--- src/rtl/interrupt_controller.sv ---
// rtl/interrupt_controller.sv - edge-detecting, maskable interrupt controller with req/ack/eoi handshake
module interrupt_controller #(
    parameter int NUM_SRC = 4,
    parameter int ID_W    = 2
) (
    input  logic               clk_i,
    input  logic               rst_i,
    input  logic [NUM_SRC-1:0] irq_src_i,
    input  logic               mask_wr_i,
    input  logic [NUM_SRC-1:0] mask_data_i,
    input  logic               ack_i,
    input  logic               eoi_i,
    output logic               interrupt_o,
    output logic [ID_W-1:0]    irq_id_o,
    output logic [NUM_SRC-1:0] pending_o,
    output logic               in_service_o
);

    typedef enum logic [1:0] {
        ST_IDLE,
        ST_REQ,
        ST_SERVICE
    } state_t;

    state_t             state_q, state_d;
    logic               interrupt_q, interrupt_d;
    logic [ID_W-1:0]    irq_id_q, irq_id_d;
    logic [NUM_SRC-1:0] pending_q, pending_d;
    logic [NUM_SRC-1:0] mask_q, mask_d;
    logic [NUM_SRC-1:0] prev_src_q;

    logic [NUM_SRC-1:0] evt;
    logic [NUM_SRC-1:0] eligible;
    logic               any_eligible;
    logic [ID_W-1:0]    lowest_id;

    assign evt          = irq_src_i & ~prev_src_q;
    assign eligible     = pending_q & mask_q;
    assign any_eligible = |eligible;

    // Priority pick: scanning downwards leaves the lowest set index as the winner
    always_comb begin
        lowest_id = '0;
        for (int i = NUM_SRC - 1; i >= 0; i--) begin
            if (eligible[i]) begin
                lowest_id = ID_W'(i);
            end
        end
    end

    // State register; prev_src tracks the raw inputs during reset so held-high lines do not fire on release
    always_ff @(posedge clk_i) begin
        prev_src_q <= irq_src_i;
        if (rst_i) begin
            state_q     <= ST_IDLE;
            interrupt_q <= 1'b0;
            irq_id_q    <= '0;
            pending_q   <= '0;
            mask_q      <= '1;
        end else begin
            state_q     <= state_d;
            interrupt_q <= interrupt_d;
            irq_id_q    <= irq_id_d;
            pending_q   <= pending_d;
            mask_q      <= mask_d;
        end
    end

    // Next-state: events always latch; the handshake FSM picks, holds, clears and waits for eoi
    always_comb begin
        state_d     = state_q;
        interrupt_d = interrupt_q;
        irq_id_d    = irq_id_q;
        pending_d   = pending_q | evt;
        mask_d      = mask_wr_i ? mask_data_i : mask_q;

        case (state_q)
            ST_IDLE: begin
                if (any_eligible) begin
                    irq_id_d    = lowest_id;
                    interrupt_d = 1'b1;
                    state_d     = ST_REQ;
                end
            end
            ST_REQ: begin
                if (ack_i) begin
                    interrupt_d         = 1'b0;
                    // A fresh edge on the acknowledged source in this same cycle survives the clear
                    pending_d[irq_id_q] = evt[irq_id_q];
                    state_d             = ST_SERVICE;
                end
            end
            ST_SERVICE: begin
                interrupt_d = 1'b0;
                if (eoi_i) begin
                    state_d = ST_IDLE;
                end
            end
            default: begin
                state_d     = ST_IDLE;
                interrupt_d = 1'b0;
            end
        endcase
    end

    assign interrupt_o  = interrupt_q;
    assign irq_id_o     = irq_id_q;
    assign pending_o    = pending_q;
    assign in_service_o = (state_q == ST_SERVICE);

endmodule

--- config.mk ---
export PLATFORM = sky130hd
export DESIGN_NAME = interrupt_controller
export DESIGN_NICKNAME = d
export VERILOG_FILES = /design/src/rtl/interrupt_controller.sv
export SDC_FILE = /design/constraint.sdc
export NUM_CORES = 1
export LEC_CHECK = 0
export ABC_AREA = 1
export BUFFER_PORTS_ARGS = -buffer_cell sky130_fd_sc_hd__clkbuf_2
export CAP_MARGIN = 20
export CORE_ASPECT_RATIO = 1.1
export CORE_MARGIN = 2
export CORE_UTILIZATION = 44
export DETAILED_ROUTE_END_ITERATION = 10
export PLACE_DENSITY = 0.72
export SLEW_MARGIN = 15
export SYNTH_ARGS = -nofsm -noshare
export SYNTH_HDL_FRONTEND = slang
export SYNTH_SLANG_ARGS = --single-unit
--- constraint.sdc ---
create_clock -name clk_i -period 1 [get_ports clk_i]
set_clock_uncertainty 0.05 [all_clocks]
set_input_delay 0.2 -clock clk_i [delete_from_list [all_inputs] [get_ports clk_i]]
set_output_delay 0.2 -clock clk_i [all_outputs]
set_load 0.05 [all_outputs]
==> flow_summary_export.csv, run 1 <==
group,metric,value,unit
run_status,status,"finished, violations left",
run_status,violations,"negative setup slack",
power,power.leakage,0.6829,nW
final_layout,layout_commonest_cell,"nand2_1",
critical_path,worstSetupPathType,"flop to flop",
worst_hold_path,hp-start,"mask_data_i[0]",
clock_network,h-tree-depth,1,
final_layout,n_antenna_cell,0,
synth,synth-compound-area-share,8.213,%
place,place_area,1006,sq um
final_layout,nets,173,
critical_path,cp_num_cells,8,
global_route,antenna_found_initial,0,
power,ir_worst_vdd,1.060,mV
detailed_routing,dr.first_iter.drc_count,18,
synth,synth-xor-area-share,0,%
detailed_routing,wl,2735,microns
synth,syn_area,777.0,sq um
final_layout,fin_area,1414,sq um
final_layout,layoutNonFillerInstCount,176,
place,dp.cells,159,
detailed_routing,drc,0,
power,power,0.002060,W
global_route,grt_pass1_wl,3339,microns
synth,ys_ff_latch,17,
critical_path,worst_ep_required_time,1.15,ns
clock_network,clk_latency,0.30,ns
worst_hold_path,hold_depth,3,
power,power.density,1457,nW/um^2
detailed_routing,vias,923,
clock_network,cts_buffer_depth,2,
synth,avgSynthCellArea,6.876,sq um
critical_path,critPathLaunchType,"flop",
run,drv_cap,0,
clock_network,cts_made_buffers,3,
final_layout,regArea,366.6,sq um
clock_network,cts_tree,"yes",
critical_path,worstPathCellList,"buf_4 -> inv_4 -> nor2_4 -> nand2_4 -> nor2_2 -> nand3_1 -> nand3_1 -> inv_1",
floorplan,die_y,48.08,microns
sta,setup_tns,-2.745,ns
place,io_buffers,20,
synth,synthSimpleGateAreaFrac,38.33,%
critical_path,cp_top_family,"simple AND/OR/NAND/NOR gates",
floorplan,ioPinCount,21,
critical_path,r2r_slack,-0.27,ns
floorplan,rows,15,
synth,muxShareOfSynthArea,0,%
place,place_ws,-0.08994,ns
critical_path,critPathSlowestCell,"dfxtp_2",
sta,maxSlewHeadroom,89.16,%
critical_path,max_stage_delay,0.36,ns
final_layout,areaGrowthSynthToFinish,81.97,%
clock_network,cts_root_buffer,"clkbuf_4",
floorplan,core,1614,sq um
synth,yosysWarnings,0,
floorplan,initial_core_util,48.14,%
sta,period_share,126.5,%
worst_hold_path,hold_end,"mask_q[0]$_SDFFE_PP1P_",
sta,worst_pin_slew,0.1622,ns
sta,final_max_slew_viol_count,0,
global_route,grt_pass1_vias,777,
detailed_routing,ant_nets,0,
place,dpl.hpwl,1279,microns
critical_path,reg2reg_from,"state_q[0]$_SDFFE_PP0P_",
synth,ys_seq_area_share,43.80,%
final_layout,layout-drive-gt1-share,56.60,%
synth,synth_top_family_by_area,"simple AND/OR/NAND/NOR gates",
sta,setup_slack,-0.2655,ns
critical_path,cpMostUsedCell,"nand3_1",
critical_path,crit_fanout,5,
floorplan,die_w,44.07,microns
final_layout,multi_input_area,469.2,sq um
critical_path,crit_path_end_kind,"flop",
global_route,grt_max_degree,10,
clock_network,cts.sinks,17,
detailed_routing,firstDrtPassIters,4,
critical_path,worstReg2RegEnd,"pending_o[2]$_SDFF_PP0_",
synth,synthAdderAreaFrac,0,%
detailed_routing,wl_per_cell,15.54,microns
critical_path,cp.arrival,1.42,ns
critical_path,rr_worst_depth,8,
worst_hold_path,hp-class,"input pin to flop",
final_layout,fillers,76,
clock_network,clk_pin_slew,0.11,ns
global_route,grt-ovfl-total,0,
final_layout,layout_common_cells,"19 x nand2_1, 14 x nand2_2, 14 x inv_1",
critical_path,cp.buffers_inverters,3,
synth,yosys.cell_types.count,13,
place,gp_congestion,0.7794,
sta,fin_crit,1.265,ns
floorplan,die-area,2118,sq um
global_route,track_usage,22.56,%
sta,hold_violations,0,
synth,synth_cells,113,
detailed_routing,viasPerCell,5.244,
sta,report.final.setup_viol,17,
sta,fmax,790.2,MHz
synth,syn_nets,126,
sta,rsz0062_at_grt,"true",
==> routing by layer <==
metal / share of wire [%] / wire, microns / GRT usage, %
met3: 4.5 / 122 / 4.528
met5: 0 / 0 / 0
met4: 3.2 / 87 / 8.485
met2: 54 / 1476 / 41.76
met1: 38 / 1048 / 25.91
==> stage by stage <==
stage          util, %  hold slack, ns
2_1_floorplan        -          0.1777
3_3_place_gp     62.33          0.2810
3_5_place_dp     62.33          0.2816
4_1_cts          81.32         0.06770
5_1_grt          87.60         0.06031
6_report         87.60         0.05140
==> worst max-delay path by stage <==
| stage | from | end | slack, ns |
|---|---|---|---|
| after floorplan | irq_id_o[1]$_SDFFE_PP0P_ | pending_o[0]$_SDFF_PP0_ | -0.11 |
| after global placement | state_q[0]$_SDFFE_PP0P_ | pending_o[1]$_SDFF_PP0_ | -0.05 |
| after detailed placement | state_q[0]$_SDFFE_PP0P_ | pending_o[1]$_SDFF_PP0_ | -0.09 |
| after CTS | state_q[0]$_SDFFE_PP0P_ | in_service_o | -0.24 |
| after global routing | state_q[0]$_SDFFE_PP0P_ | pending_o[0]$_SDFF_PP0_ | -0.35 |
| final | state_q[0]$_SDFFE_PP0P_ | pending_o[2]$_SDFF_PP0_ | -0.27 |
==> sequential cells by signal, indices dropped and copies added, names as in the netlist <==
name,count
prev_src_q,4
interrupt_o,1
mask_q,4
irq_id_o,2
state_q,2
pending_o,4
==> power breakdown <==
part	switching, W	internal (W)	leakage, nW	total (W)
Clock	0.000238	0.000155	0.0150	0.000394
Combinational	0.000467	0.000393	0.521	0.000860
Sequential	0.0000628	0.000743	0.146	0.000805
==> logic make-up (layout without fill, tap and decap cells) <==
group | after synthesis | after routing
AND/OR/NAND/NOR | 64 | 65
flip-flops | 17 | 17
buffers and inverters | 20 | 65
AO/OA/AOI/OAI | 12 | 12
==> cells in the mapped netlist <==
cell type	instances	share of area (%)
clkinv_1	1	0.48
inv_2	4	1.9
dfxtp_1	17	44
a21oi_2	1	1.1
inv_1	15	7.2
nand2_1	32	15
nor2_2	5	4.0
nor2_4	2	2.9
nand3_1	14	9.0
nor2_1	6	2.9
o21ai_1	4	2.6
a21oi_1	7	4.5
nand2_2	5	4.0
==> layout make-up <==
type,instances,area share [%]
multi-input combinational,77,33.19
tap,17,1.504
inverter,20,6.018
clock buffer,4,1.858
sequential,17,25.93
timing repair buffer,41,31.50
==> what timing repair did <==
| item | 4_1_cts | 5_1_grt |
|---|---|---|
| pin swaps | 3 | 7 |
| hold endpoints to repair | 4 | 0 |
| hold buffers | 4 | 0 |
| gates resized for setup | 34 | 26 |
| gates cloned | 0 | 1 |
| endpoints found under the setup margin | 14 | 17 |
| setup buffers | 6 | 3 |
==> worst register-to-register path: cells and delay by family, from the launching register on <==
| kind | cells | cell delay [ns] |
|---|---|---|
| and+or+nand+nor | 5 | 0.57 |
| DFF | 1 | 0.36 |
| buffers and inverters | 3 | 0.21 |
Power figures use the tool's default switching activity.
==> run 2, diff against run 1 <==
--- a/config.mk
+++ b/config.mk
@@ -17,3 +17,4 @@
 export SYNTH_ARGS = -nofsm -noshare
 export SYNTH_HDL_FRONTEND = slang
 export SYNTH_SLANG_ARGS = --single-unit
+export TNS_END_PERCENT = 10
==> flow_summary_export.csv, run 2 (same netlist as run 1, synthesis figures left out) <==
group,metric,value,unit
run_status,status,"finished, violations left",
run_status,violations,"negative setup slack",
critical_path,crit_path_end_kind,"flop",
floorplan,die_y,48.08,microns
global_route,antenna_found_initial,0,
detailed_routing,vias,820,
worst_hold_path,hp-start,"mask_data_i[0]",
sta,period_share,123.8,%
detailed_routing,wl_per_cell,10.96,microns
final_layout,layout-drive-gt1-share,44.08,%
critical_path,worst_ep_required_time,1.14,ns
detailed_routing,drc,0,
sta,setup_slack,-0.2377,ns
critical_path,worstSetupPathType,"flop to flop",
sta,final_max_slew_viol_count,0,
detailed_routing,ant_nets,0,
run,drv_cap,0,
detailed_routing,firstDrtPassIters,4,
clock_network,cts.sinks,17,
power,power.density,1485,nW/um^2
clock_network,h-tree-depth,1,
place,io_buffers,20,
detailed_routing,dr.first_iter.drc_count,7,
sta,worst_pin_slew,0.1554,ns
floorplan,die-area,2118,sq um
clock_network,cts_buffer_depth,2,
global_route,grt-ovfl-total,0,
sta,hold_ws,0.07150,ns
final_layout,layout_commonest_cell,"nand2_1",
place,dp.cells,158,
place,dpl.hpwl,1332,microns
clock_network,cts_root_buffer,"clkbuf_4",
critical_path,crit_fanout,9,
worst_hold_path,hp-class,"input pin to flop",
floorplan,initial_core_util,48.14,%
critical_path,crit_start,"state_q[0]$_SDFFE_PP0P_",
place,gp_congestion,0.8083,
critical_path,reg2reg_from,"state_q[0]$_SDFFE_PP0P_",
final_layout,areaGrowthSynthToFinish,56.36,%
power,power,0.001804,W
power,ir_worst_vdd,0.8672,mV
detailed_routing,wl,1852,microns
final_layout,layoutNonFillerInstCount,169,
global_route,grt_pass1_vias,722,
detailed_routing,viasPerCell,4.852,
sta,maxSlewHeadroom,89.61,%
place,place_area,978.4,sq um
floorplan,rows,15,
final_layout,final_core_util,75.27,%
power,power.leakage,0.6104,nW
final_layout,nets,166,
critical_path,crit_end,"pending_o[0]$_SDFF_PP0_",
floorplan,core,1614,sq um
critical_path,worstReg2RegEnd,"pending_o[0]$_SDFF_PP0_",
clock_network,clk_pin_slew,0.10,ns
clock_network,cts_tree,"yes",
global_route,track_usage,18.26,%
global_route,grt_pass1_wl,2822,microns
final_layout,layout_common_cells,"31 x nand2_1, 15 x inv_1, 14 x nand3_1",
final_layout,n_antenna_cell,0,
floorplan,ioPinCount,21,
critical_path,cp.arrival,1.38,ns
critical_path,critPathLaunchType,"flop",
critical_path,rr_worst_depth,8,
clock_network,cts_made_buffers,3,
floorplan,die_w,44.07,microns
sta,fmax,807.9,MHz
global_route,grt_max_degree,11,
critical_path,r2r_slack,-0.24,ns
sta,fin_crit,1.238,ns
sta,report.final.setup_viol,15,
sta,rsz0062_at_grt,"true",
final_layout,fin_area,1215,sq um
clock_network,clk_latency,0.28,ns
sta,hold_violations,0,
-- run 2: layer usage --
metal / GRT usage (%) / routed length, microns / up-vias
li1: - / - / 428
met1: 21.40 / 767 / 361
met2: 33.53 / 943 / 27
met3: 3.396 / 111 / 4
met4: 6.667 / 29 / 0
met5: 0 / 0 / -
-- run 2: area by class of cell --
type                    count  area, sq um
clock buffers               3        22.52
clock inverters             1        5.005
fillers                   111        399.1
inverters                  20        77.57
multi-input cells          76        394.1
flip-flops and latches     17        364.1
well taps                  17        21.27
repair buffers             35        330.3
-- run 2: stage by stage --
step | setup slack [ns] | TNS (ns)
2_1_floorplan | -0.1203 | -0.7014
3_3_place_gp | -0.06115 | -0.2709
3_5_place_dp | -0.1133 | -0.5025
4_1_cts | -0.2488 | -1.904
5_1_grt | -0.2902 | -2.545
6_report | -0.2377 | -1.758
-- run 2: worst min path at each step --
stage,cells past startpoint,slack (ns),to
finish,3,0.07,mask_q[0]$_SDFFE_PP1P_
global route,3,0.06,mask_q[2]$_SDFFE_PP1P_
CTS,3,0.07,mask_q[0]$_SDFFE_PP1P_
detailed placement,1,0.28,prev_src_q[0]$_DFF_P_
global placement,1,0.28,prev_src_q[2]$_DFF_P_
floorplan,0,0.18,prev_src_q[0]$_DFF_P_
-- run 2: power by group --
group / total [W] / internal [W] / switching, W
combinational: 0.000650 / 0.000286 / 0.000364
sequential: 0.000795 / 0.000743 / 0.0000518
clock: 0.000359 / 0.000148 / 0.000211
-- run 2: repair_timing --
action | 4_1_cts | 5_1_grt
hold buffers | 4 | 0
pin swaps | 1 | 1
buffers inserted | 2 | 1
setup endpoints to repair | 15 | 16
gates resized for setup | 23 | 17
hold endpoints to repair | 4 | 0
-- run 2: critical path, cell delays in order, from the launching register on --
cell and delay [ns]:
dfxtp_2 0.35, buf_4 0.12, inv_4 0.04, nor2_4 0.11, nand2_4 0.10, nor2_1 0.15
nand3_1 0.10, nand3_1 0.08, inv_1 0.05
==> run 3, diff against run 2 <==
--- a/config.mk
+++ b/config.mk
@@ -7,10 +7,10 @@
 export LEC_CHECK = 0
 export ABC_AREA = 1
 export BUFFER_PORTS_ARGS = -buffer_cell sky130_fd_sc_hd__clkbuf_2
-export CAP_MARGIN = 20
 export CORE_ASPECT_RATIO = 1.1
 export CORE_MARGIN = 2
 export CORE_UTILIZATION = 44
+export CTS_BUF_LIST = sky130_fd_sc_hd__clkbuf_8 sky130_fd_sc_hd__clkbuf_16
 export DETAILED_ROUTE_END_ITERATION = 10
 export PLACE_DENSITY = 0.72
 export SLEW_MARGIN = 15
==> flow_summary_export.csv, run 3 (same netlist as run 1, synthesis figures left out) <==
group,metric,value,unit
final_layout,layout_common_cells,"31 x nand2_1, 15 x inv_1, 14 x nand3_1",
floorplan,ioPinCount,21,
final_layout,fillers,110,
detailed_routing,drc,0,
global_route,grt_pass1_vias,718,
global_route,track_usage,18.20,%
sta,rsz0062_at_grt,"true",
final_layout,layout_commonest_cell,"nand2_1",
power,p_sw,0.0006444,W
place,place_area,978.4,sq um
detailed_routing,dr.first_iter.drc_count,21,
worst_hold_path,hold_end,"prev_src_q[0]$_DFF_P_",
clock_network,h-tree-depth,1,
place,place_ws,-0.1133,ns
final_layout,fin_area,1194,sq um
power,power.density,1628,nW/um^2
worst_hold_path,hold_depth,1,
power,power,0.001944,W
critical_path,worst_ep_required_time,1.09,ns
sta,hold_violations,0,
power,swShare,33.15,%
place,dpl.hpwl,1332,microns
critical_path,cp.arrival,1.31,ns
critical_path,rr_worst_depth,8,
sta,fmax,824.4,MHz
sta,maxSlewHeadroom,90.00,%
detailed_routing,wl,1869,microns
critical_path,reg2reg_from,"state_q[0]$_SDFFE_PP0P_",
run_status,violations,"negative setup slack",
floorplan,die_w,44.07,microns
critical_path,worstReg2RegEnd,"pending_o[0]$_SDFF_PP0_",
critical_path,crit_path_end_kind,"flop",
power,ir_worst_vdd,1.149,mV
critical_path,crit_fanout,9,
run_status,status,"finished, violations left",
clock_network,cts_tree,"yes",
sta,period_share,121.3,%
place,io_buffers,20,
detailed_routing,firstDrtPassIters,4,
power,clkPwrFrac,25.9,%
power,intPower,0.001299,W
sta,worst_pin_slew,0.1496,ns
power,p_comb_share,32.8,%
global_route,grt_pass1_wl,2746,microns
floorplan,die-area,2118,sq um
worst_hold_path,hp-class,"input pin to flop",
critical_path,critPathLaunchType,"flop",
detailed_routing,viasPerCell,4.861,
clock_network,cts_made_buffers,3,
sta,report.final.setup_viol,16,
worst_hold_path,hp-start,"irq_src_i[0]",
floorplan,die_y,48.08,microns
final_layout,multi_input_area,390.4,sq um
clock_network,clk_latency,0.25,ns
sta,setup_slack,-0.2129,ns
floorplan,initial_core_util,48.14,%
critical_path,worstSetupPathType,"flop to flop",
sta,final_max_slew_viol_count,0,
run,drv_cap,0,
floorplan,rows,15,
global_route,grt_max_degree,11,
final_layout,areaGrowthSynthToFinish,53.62,%
clock_network,clk_pin_slew,0.07,ns
place,gp_congestion,0.8083,
final_layout,nets,162,
clock_network,cts_buffer_depth,2,
detailed_routing,vias,802,
detailed_routing,ant_nets,0,
critical_path,r2r_slack,-0.21,ns
clock_network,cts.sinks,17,
global_route,antenna_found_initial,0,
clock_network,cts_root_buffer,"clkbuf_8",
final_layout,regArea,364.1,sq um
sta,fin_crit,1.213,ns
power,power.leakage,0.6011,nW
floorplan,core,1614,sq um
global_route,grt-ovfl-total,0,
final_layout,layout-drive-gt1-share,44.59,%
final_layout,n_antenna_cell,0,
detailed_routing,wl_per_cell,11.33,microns
power,pwr-share-seq,41.3,%
## run 3: changes by cell type in the layout (fill, tap and decap cells not counted), sizes merged
cell,delta
dlygate4sd3,-4
## run 3: cell type report
type,count,area share (%)
clock buffer,3,3.459
timing repair buffer,31,24.63
clock inverter,1,0.4193
multi-input combinational,76,32.70
tap,17,1.782
inverter,20,6.499
sequential,17,30.50
## run 3: how the worst max path moves through the flow
stage	start	end	slack, ns	depth (start not counted)
after floorplan	pending_o[1]$_SDFF_PP0_	irq_id_o[0]$_SDFFE_PP0P_	-0.12	7
after global placement	irq_id_o[1]$_SDFFE_PP0P_	pending_o[2]$_SDFF_PP0_	-0.06	7
after detailed placement	state_q[0]$_SDFFE_PP0P_	pending_o[1]$_SDFF_PP0_	-0.11	7
after CTS	state_q[0]$_SDFFE_PP0P_	in_service_o	-0.20	3
after global routing	state_q[0]$_SDFFE_PP0P_	pending_o[0]$_SDFF_PP0_	-0.30	8
final	state_q[0]$_SDFFE_PP0P_	pending_o[0]$_SDFF_PP0_	-0.21	8
## run 3: worst max-delay path, stage by stage (launching register included)
cell and delay [ns]:
dfxtp_2 0.35, buf_6 0.11, inv_4 0.04, nor2_4 0.11
nand2_4 0.10, nor2_1 0.11, nand3_1 0.10, nand3_1 0.09
inv_1 0.05
## run 3: stage by stage
stage / setup TNS [ns] / utilization (%) / cells / hold slack (ns)
floorplan: -0.7014 / - / 113 / 0.1777
global placement: -0.2709 / 60.62 / 158 / 0.2790
detailed placement: -0.5025 / 60.62 / 158 / 0.2824
CTS: -1.451 / 70.85 / 164 / 0.02520
global route: -2.219 / 73.95 / 165 / 0.02380
finish: -1.448 / 73.95 / 165 / 0.03048
## run 3: timing repair
item | CTS | global route
endpoints found under the setup margin | 15 | 16
buffers inserted | 2 | 1
pin swaps | 1 | 3
hold buffers | 0 | 0
gates resized for setup | 23 | 17
## run 3: per-layer routing
metal | wire (microns) | vias to the layer above | share of wire (%) | GRT usage (%)
met5 | 0 | - | 0 | 0
met4 | 28 | 0 | 1.5 | 12.73
met3 | 62 | 4 | 3.3 | 4.151
met2 | 945 | 18 | 51 | 31.47
met1 | 833 | 361 | 45 | 20.09
li1 | - | 419 | - | -
## run 3: power by group through the flow
stage / Sequential, W / Combinational (W) / Clock, W
2_1_floorplan: 0.000901 / 0.000238 / 0
3_3_place_gp: 0.000797 / 0.000484 / 0
3_5_place_dp: 0.000800 / 0.000493 / 0
4_1_cts: 0.000794 / 0.000584 / 0.000513
5_1_grt: 0.000807 / 0.000689 / 0.000555
6_report: 0.000803 / 0.000638 / 0.000503
